$ cat src/rtl/uart_pkg.sv
// Shared UART definitions: frame FSM states, parity modes and field selectors
// used by both the transmit and receive sides.
package uart_pkg;

    typedef enum logic [2:0] {
        ST_IDLE   = 3'd0,
        ST_START  = 3'd1,
        ST_DATA   = 3'd2,
        ST_PARITY = 3'd3,
        ST_STOP   = 3'd4
    } tx_state_e;

    localparam logic [1:0] PARITY_NONE = 2'b00;
    localparam logic [1:0] PARITY_EVEN = 2'b01;
    localparam logic [1:0] PARITY_ODD  = 2'b10;

    localparam logic [1:0] SEL_START  = 2'd0;
    localparam logic [1:0] SEL_DATA   = 2'd1;
    localparam logic [1:0] SEL_PARITY = 2'd2;
    localparam logic [1:0] SEL_STOP   = 2'd3;

    // Mode 2'b11 is reserved and behaves as no parity.
    function automatic logic parity_enabled(input logic [1:0] mode);
        return (mode == PARITY_EVEN) || (mode == PARITY_ODD);
    endfunction

endpackage

$ cat src/rtl/uart_parity_gen.sv
// Parity bit generator: XOR of all data bits, inverted for odd parity.
module uart_parity_gen #(
    parameter int DATA_W = 8
) (
    input  logic [DATA_W-1:0] data_i,
    input  logic              odd_i,
    output logic              parity_o
);

    assign parity_o = (^data_i) ^ odd_i;

endmodule

$ cat src/rtl/uart_tx_serializer.sv
// UART transmit engine: one-word holding register feeding a baud-tick paced
// frame FSM (start, LSB-first data, optional parity, one or two stop bits).
module uart_tx_serializer
    import uart_pkg::*;
#(
    parameter int DATA_W = 8
) (
    input  logic              clk,
    input  logic              rst_n,
    input  logic              baud_tick,
    input  logic [DATA_W-1:0] tx_data,
    input  logic              tx_valid,
    output logic              tx_ready,
    input  logic [1:0]        parity_mode,
    input  logic              stop2,
    output logic              tx_out,
    output logic              tx_busy,
    output logic              tx_done,
    output logic [1:0]        frame_sel
);

    localparam int CNT_W = $clog2(DATA_W);
    localparam logic [CNT_W-1:0] LAST_BIT = CNT_W'(DATA_W - 1);

    tx_state_e         state_q, state_d;
    logic [DATA_W-1:0] hold_data_q, hold_data_d;
    logic              hold_valid_q, hold_valid_d;
    logic [DATA_W-1:0] shift_q, shift_d;
    logic [CNT_W-1:0]  bit_cnt_q, bit_cnt_d;
    logic              par_en_q, par_en_d;
    logic              par_bit_q, par_bit_d;
    logic              stop2_q, stop2_d;
    logic              stop_cnt_q, stop_cnt_d;
    logic              tx_out_q, tx_out_d;
    logic [1:0]        sel_q, sel_d;
    logic              busy_q, busy_d;
    logic              done_q, done_d;
    logic              load;
    logic              par_calc;

    // Parity is computed from the holding register so it is ready at load time.
    uart_parity_gen #(.DATA_W(DATA_W)) u_parity (
        .data_i   (hold_data_q),
        .odd_i    (parity_mode == PARITY_ODD),
        .parity_o (par_calc)
    );

    always_comb begin
        state_d      = state_q;
        hold_data_d  = hold_data_q;
        hold_valid_d = hold_valid_q;
        shift_d      = shift_q;
        bit_cnt_d    = bit_cnt_q;
        par_en_d     = par_en_q;
        par_bit_d    = par_bit_q;
        stop2_d      = stop2_q;
        stop_cnt_d   = stop_cnt_q;
        done_d       = 1'b0;
        load         = 1'b0;

        // Accept only into an empty holding register; load only from a full one.
        if (tx_valid && !hold_valid_q) begin
            hold_valid_d = 1'b1;
            hold_data_d  = tx_data;
        end

        if (baud_tick) begin
            case (state_q)
                ST_IDLE: begin
                    if (hold_valid_q) load = 1'b1;
                end
                ST_START: begin
                    state_d   = ST_DATA;
                    bit_cnt_d = '0;
                end
                ST_DATA: begin
                    if (bit_cnt_q == LAST_BIT) begin
                        if (par_en_q) begin
                            state_d = ST_PARITY;
                        end else begin
                            state_d    = ST_STOP;
                            stop_cnt_d = 1'b0;
                        end
                    end else begin
                        shift_d   = shift_q >> 1;
                        bit_cnt_d = bit_cnt_q + 1'b1;
                    end
                end
                ST_PARITY: begin
                    state_d    = ST_STOP;
                    stop_cnt_d = 1'b0;
                end
                ST_STOP: begin
                    if (stop2_q && !stop_cnt_q) begin
                        stop_cnt_d = 1'b1;
                    end else begin
                        done_d = 1'b1;
                        if (hold_valid_q) load = 1'b1;
                        else              state_d = ST_IDLE;
                    end
                end
                default: state_d = ST_IDLE;
            endcase
        end

        // Frame configuration is sampled here so mid-frame changes wait a frame.
        if (load) begin
            state_d      = ST_START;
            shift_d      = hold_data_q;
            hold_valid_d = 1'b0;
            par_en_d     = parity_enabled(parity_mode);
            par_bit_d    = par_calc;
            stop2_d      = stop2;
        end

        tx_out_d = 1'b1;
        sel_d    = SEL_STOP;
        case (state_d)
            ST_START: begin
                tx_out_d = 1'b0;
                sel_d    = SEL_START;
            end
            ST_DATA: begin
                tx_out_d = shift_d[0];
                sel_d    = SEL_DATA;
            end
            ST_PARITY: begin
                tx_out_d = par_bit_d;
                sel_d    = SEL_PARITY;
            end
            default: begin
                tx_out_d = 1'b1;
                sel_d    = SEL_STOP;
            end
        endcase
        busy_d = (state_d != ST_IDLE);
    end

    always_ff @(posedge clk or negedge rst_n) begin
        if (!rst_n) begin
            state_q      <= ST_IDLE;
            hold_data_q  <= '0;
            hold_valid_q <= 1'b0;
            shift_q      <= '0;
            bit_cnt_q    <= '0;
            par_en_q     <= 1'b0;
            par_bit_q    <= 1'b0;
            stop2_q      <= 1'b0;
            stop_cnt_q   <= 1'b0;
            tx_out_q     <= 1'b1;
            sel_q        <= SEL_STOP;
            busy_q       <= 1'b0;
            done_q       <= 1'b0;
        end else begin
            state_q      <= state_d;
            hold_data_q  <= hold_data_d;
            hold_valid_q <= hold_valid_d;
            shift_q      <= shift_d;
            bit_cnt_q    <= bit_cnt_d;
            par_en_q     <= par_en_d;
            par_bit_q    <= par_bit_d;
            stop2_q      <= stop2_d;
            stop_cnt_q   <= stop_cnt_d;
            tx_out_q     <= tx_out_d;
            sel_q        <= sel_d;
            busy_q       <= busy_d;
            done_q       <= done_d;
        end
    end

    assign tx_ready  = !hold_valid_q;
    assign tx_out    = tx_out_q;
    assign frame_sel = sel_q;
    assign tx_busy   = busy_q;
    assign tx_done   = done_q;

endmodule

$ cat config.mk
export PLATFORM = sky130hd
export DESIGN_NAME = uart_tx_serializer
export DESIGN_NICKNAME = d
export VERILOG_FILES = /design/src/rtl/uart_pkg.sv /design/src/rtl/uart_parity_gen.sv /design/src/rtl/uart_tx_serializer.sv
export SDC_FILE = /design/constraint.sdc
export NUM_CORES = 1
export LEC_CHECK = 0
export CELL_PAD_IN_SITES_DETAIL_PLACEMENT = 2
export CELL_PAD_IN_SITES_GLOBAL_PLACEMENT = 2
export CORE_MARGIN = 1.5
export CORE_UTILIZATION = 39
export CTS_BUF_LIST = sky130_fd_sc_hd__clkbuf_8
export CTS_CLUSTER_DIAMETER = 60
export DETAILED_ROUTE_END_ITERATION = 10
export DONT_BUFFER_PORTS = 1
export PLACE_DENSITY = 0.73
export SLEW_MARGIN = 15
export SYNTH_ARGS = -nofsm -noshare
export SYNTH_HDL_FRONTEND = slang
export SYNTH_HIERARCHICAL = 1
export SYNTH_SLANG_ARGS = --single-unit
$ cat constraint.sdc
create_clock -name clk -period 1.75 [get_ports clk]
set_input_delay 0.2625 -clock clk [delete_from_list [all_inputs] [get_ports clk]]
set_output_delay 0.2625 -clock clk [all_outputs]
set_load 0.01 [all_outputs]
# Word level (Yosys, flattened, before mapping)
# Cells that the tools add are included.
[op_classes] n_mux=29 n_bitwise=1 addsub=1 reduce_logical=16 eq_ne=15
[op_table] cell="$mux 8" n=4
[op_table] cell="$mux 3" n=7
[op_table] cell="$pmux 3 s5" n=1
[op_table] cell="$eq 3x2->1 const B" n=4
[op_table] cell="$mux 1" n=12
[op_table] cell="$ne 2x2->1 const B" n=5
[op_table] cell="$reduce_bool 2->1" n=4
[op_table] cell="$reduce_xor 8->1" n=1
[op_table] cell="$eq 3x1->1 const B" n=2
[op_table] cell="$eq 3x3->1 const B" n=2
[op_table] cell="$pmux 1 s3" n=2
[op_table] cell="$pmux 2 s3" n=1
[op_table] cell="$pmux 3 s2" n=1
[op_table] cell="$reduce_and 3->1" n=2
[op_table] cell="$reduce_bool 3->1" n=2
[op_table] cell="$reduce_and 5->1" n=1
[op_table] cell="$add 3x1->3 const B" n=1
[op_table] cell="$logic_not 3->1" n=1
[op_table] cell="$eq 2x1->1 const B" n=1
[op_table] cell="$eq 2x2->1 const B" n=1
[op_table] cell="$logic_and 1x1->1" n=2
[op_table] cell="$logic_not 1->1" n=2
[op_table] cell="$pmux 1 s2" n=1
[op_table] cell="$logic_or 1x1->1" n=1
[op_table] cell="$xor 1x1->1" n=1
[word_totals] reg_bits=32 in_bits=15 elab_cells=76

# Logic depth before layout (Yosys ltp)
[logic_depth] word_depth=8 ltp_mapped=7 mapped_depth_nobuf=7

# By module
# The synthesis kept the hierarchy.
[modules_own_cells] mod="uart_tx_serializer" area_each_um2=1451.4 cells_per_inst=128 seq_area_each_um2=804.5 n_inst=1
[modules_own_cells] mod="uart_parity_gen" area_each_um2=82.6 cells_per_inst=7 seq_area_each_um2=0.0 n_inst=1

# Least setup slack after synthesis
# OpenSTA, ideal clock, no wires.
[synth_timing] path_type="reg-to-reg" start="register bit_cnt_q[0]" end="register tx_out_q (netlist: tx_out)" synth_period_minus_slack_ns=1.889 arrival_ns=1.805 path_buffers=1 path_stages_with_launch=8 slack_ns=-0.139 path_cell_list="dfrtp_1 ha_1 ha_1 or3_1 buf_6 mux2i_4 a21oi_1 a311o_1"
[synth_via] elab_chain_cells=7
[synth_lines] item="start: declaration" line="uart_tx_serializer.sv:29" rtl="logic [CNT_W-1:0] bit_cnt_q, bit_cnt_d;"
[synth_lines] item="start signal: assignment" line="uart_tx_serializer.sv:159" rtl="bit_cnt_q <= bit_cnt_d;"
[synth_lines] item="$eq 3x3->1 *" line="uart_tx_serializer.sv:77" rtl="if (bit_cnt_q == LAST_BIT) begin"
[synth_lines] item="$mux 3" line="uart_tx_serializer.sv:77"
[synth_lines] item="$pmux 3 s5" line="uart_tx_serializer.sv:68" rtl="case (state_q)"
[synth_lines] item="$mux 3" line="uart_tx_serializer.sv:67" rtl="if (baud_tick) begin"
[synth_lines] item="$mux 3" line="uart_tx_serializer.sv:107" rtl="if (load) begin"
[synth_lines] item="$eq 3x2->1 or $eq 3x1->1 (tied branches)" line="uart_tx_serializer.sv:118" rtl="case (state_d)"
[synth_lines] item="$pmux 1 s3 *" line="uart_tx_serializer.sv:118"
[synth_lines] item="net tx_out_d" line="uart_tx_serializer.sv:34" rtl="logic tx_out_q, tx_out_d;"
[synth_lines] item="end signal: assignment" line="uart_tx_serializer.sv:164" rtl="tx_out_q <= tx_out_d;"
[synth_lines] item="end: declaration" line="uart_tx_serializer.sv:34"
# Mark *: on every way through the listed nets, which the timed path passes. The rest lies on a longest branch. The select of a mux whose other input is x is not followed.
# A chain may end at the register's enable or synchronous reset.

# Worst setup path after layout
[layout_timing] start="register bit_cnt_q[0]" end="register tx_out_q (netlist: tx_out)"
[layout_via] elab_chain_cells=7
[layout_lines] item="$eq 3x3->1 *" line="uart_tx_serializer.sv:77"
[layout_lines] item="$mux 3 *" line="uart_tx_serializer.sv:77"
[layout_lines] item="$pmux 3 s5 *" line="uart_tx_serializer.sv:68"
[layout_lines] item="$mux 3 *" line="uart_tx_serializer.sv:67"
[layout_lines] item="$mux 3 *" line="uart_tx_serializer.sv:107"
[layout_lines] item="net state_d[2]" line="uart_tx_serializer.sv:25" rtl="tx_state_e state_q, state_d;"
[layout_lines] item="$eq 3x2->1 or $eq 3x1->1 (tied branches)" line="uart_tx_serializer.sv:118"
[layout_lines] item="$pmux 1 s3 *" line="uart_tx_serializer.sv:118"
[layout_lines] item="net tx_out_d" line="uart_tx_serializer.sv:34"
# Marks and branches as above.

==> metrics <==
run status complete, but fails checks; failing checks setup timing; class of the most critical hold timing path primary input to flop; final estimated routing congestion in global placement 0.7755; Sink Count 32; critical path data arrival time 1990 ps; antenna violations before repair 0; data required time of the critical path 1960 ps; Port Buffers 0; top area cells in the synthesized netlist sky130_fd_sc_hd__dfrtp_1, sky130_fd_sc_hd__mux2_2, sky130_fd_sc_hd__dfstp_2; drt pass-1 iters 4; number of maximum-capacitance violations 0; number of synthesized flops with an enable pin 0; part of the cycle the worst path needs 1.019; total via count in the routed design 1158; starting DRC count in detailed routing 46; per-instance average area after synthesis 11.36 sq um; Synth area leader sky130_fd_sc_hd__dfrtp_1; detailed placer's ending HPWL 2.611 mm; post-route setup slack -33.35 ps; most used flip-flop cell after synthesis sky130_fd_sc_hd__dfrtp_1; Ant. Diodes 0; worst max-slew margin expressed relative to the limit 0.6860; TritonCTS clock tree done; number of storage elements in the synthesis netlist 32; placement-stage cell area 1667 sq um; DRT Wirelength 4.680 mm; maximum ir drop on the vdd rail 1.017 mV; layout cell share with drive strength beyond 1 0.3861; number of vias per cell 5.621; Crit. End Element flop; top achievable clock speed 560.7 MHz; kind of critical path flop to flop; number of library cell types mapped by synthesis 37; transition time of the tightest slew-check pin 470.0 ps; total CTS buffers 5; Syn-to-layout area delta 27.90%; number of cells after detailed placement 189; Period minus WS final 1783 ps; combined area of the multi-input logic cells 768.2 sq um; number of routed nets with antenna violations 0; Synthesized Nets 153; unrepaired setup endpoints after global routing yes; commonest cells after routing, fill and taps aside sky130_fd_sc_hd__dfrtp_1, sky130_fd_sc_hd__buf_4, sky130_fd_sc_hd__nor2_1, sky130_fd_sc_hd__mux2_2; Total GRT Usage 0.2137; Yosys top cell area share 0.4731; maximum clock skew at final layout 9.178 ps; clock-pin slew on the worst setup and hold paths 70 ps; die outline width 65.72 um; post-synthesis instance total 135; FF+latch area 804.5 sq um; Leakage Power 0.8861 nW; final slew viol count 0; Die Height 65.72 um; biggest fanout along the worst timing path 3; endpoints failing hold 0; first-pass GRT wire length 6.630 mm; Post-synth ARST share 1.000; effective utilization at floorplan 0.4128; fillers 377; count of final setup violators 4; clock latency reported for the late side of the worst-skew pair 290 ps; Layout Cell Area excl Fill 1962 sq um; total DRC errors in the routed layout 0; vias in the first global route 1253; Max Root-Sink Buffers 2; total core area 3716 sq um; synthesized area 1534 sq um; maximum number of pins on one net before global-route repair 33; count of synthesis-stage warnings from yosys 6; overflow left after global routing 0; sequential share of the synthesized area 0.5245; hold slack 95.06 ps; pwr/cell area 2149 nW/um^2; CTS H-tree lvls 2; Root Buffer sky130_fd_sc_hd__clkbuf_8; die area 4318 sq um; Worst Setup Start Kind flop; Ports 21; row count 22; non-filler cells in the finished layout 206; average detailed-routed wire length per instance 22.72 um; most common cell after layout, fill and taps aside sky130_fd_sc_hd__dfrtp_1; Layout Nets 175; dpl ws -57.22 ps
[cell families (layout without fill, tap and decap cells)]
group	count (synthesis)	after routing	synth area share
mux	17	17	0.1264
flops	32	32	0.5245
buf+inv	13	36	0.03834
fa+ha+maj	3	3	0.02447
xor+xnor	7	7	0.05383
simple gates	33	33	0.1109
compound gates	30	30	0.1215
[routing by layer]
metal,share of wire,track usage,up-vias
met5,0,0,-
met4,0.020,0.07552,0
met3,0.027,0.05651,9
met2,0.54,0.3598,25
met1,0.41,0.2630,607
li1,-,-,517
[worst max-delay path, cell delays in order (launching register included)]
cell and delay [ps]:
sky130_fd_sc_hd__dfrtp_1 420, sky130_fd_sc_hd__ha_4 180, sky130_fd_sc_hd__ha_4 160, sky130_fd_sc_hd__nor2b_4 130, sky130_fd_sc_hd__o21ba_2 250, sky130_fd_sc_hd__a21oi_2 160, sky130_fd_sc_hd__inv_2 70, sky130_fd_sc_hd__a311o_1 330
[through the flow]
| stage | TNS (ps) | total power, mW | util |
|---|---|---|---|
| finish | -81.20 | 4.215 | 0.5279 |
| global route | -432.3 | 4.436 | 0.5279 |
| CTS | -28.34 | 3.918 | 0.5034 |
| detailed placement | -164.5 | 2.979 | 0.4485 |
| global placement | 0 | 2.848 | 0.4485 |
| floorplan | -46.79 | 2.529 | - |
[power by group]
| group | switching, mW | internal [mW] | total (mW) |
|---|---|---|---|
| registers | 0.372 | 1.12 | 1.49 |
| clock network | 0.282 | 0.502 | 0.784 |
| logic | 0.943 | 1.00 | 1.94 |
[cells in the mapped netlist (3+ instances only)]
| cell type | instances |
|---|---|
| sky130_fd_sc_hd__mux2_2 | 9 |
| sky130_fd_sc_hd__ha_1 | 3 |
| sky130_fd_sc_hd__xnor2_1 | 4 |
| sky130_fd_sc_hd__dfstp_2 | 3 |
| sky130_fd_sc_hd__clkbuf_1 | 3 |
| sky130_fd_sc_hd__inv_1 | 7 |
| sky130_fd_sc_hd__a21oi_1 | 10 |
| sky130_fd_sc_hd__nor2_1 | 11 |
| sky130_fd_sc_hd__dfrtp_1 | 29 |
| sky130_fd_sc_hd__nor2b_1 | 3 |
| sky130_fd_sc_hd__o21ai_0 | 8 |
| sky130_fd_sc_hd__nand2_1 | 7 |
| sky130_fd_sc_hd__nand3b_1 | 3 |
| sky130_fd_sc_hd__mux2i_1 | 7 |
[final cells by class]
| type | instances | area share |
|---|---|---|
| Sequential cell | 32 | 0.4101 |
| Timing Repair Buffer | 21 | 0.08992 |
| Clock inverter | 1 | 0.01531 |
| Tap cell | 48 | 0.03061 |
| Multi-Input combinational cell | 90 | 0.3916 |
| Clock buffer | 7 | 0.04911 |
| Inverter | 7 | 0.01339 |
[registers in the layout, indices dropped and copies added (netlist names), 2 cells and up]
register	cells
hold_data_q	8
frame_sel	2
shift_q	8
state_q	3
bit_cnt_q	3
[repair_timing]
item	CTS	global route
hold endpoints to repair	32	0
pin swaps	3	5
gates resized for setup	6	13
buffers inserted	3	4
hold buffers	2	0
cloned	0	0
endpoints found under the setup margin	10	13
[final timing paths]
path	startpoint	endpoint	slack [ps]	cells after the start
max reg2reg	bit_cnt_q[0]$_DFFE_PN0P_	tx_out$_DFF_PN1_	-30	7
min	tx_valid	hold_valid_q$_DFFE_PN0P_	100	1
min in group asynchronous	rst_n	bit_cnt_q[2]$_DFFE_PN0P_	430	2
max in group asynchronous	rst_n	frame_sel[1]$_DFF_PN1_	1070	2
min reg2reg	par_bit_q$_DFF_PN0_	par_bit_q$_DFF_PN0_	540	1
max	bit_cnt_q[0]$_DFFE_PN0P_	tx_out$_DFF_PN1_	-30	7
Power figures use the tool's default switching activity.
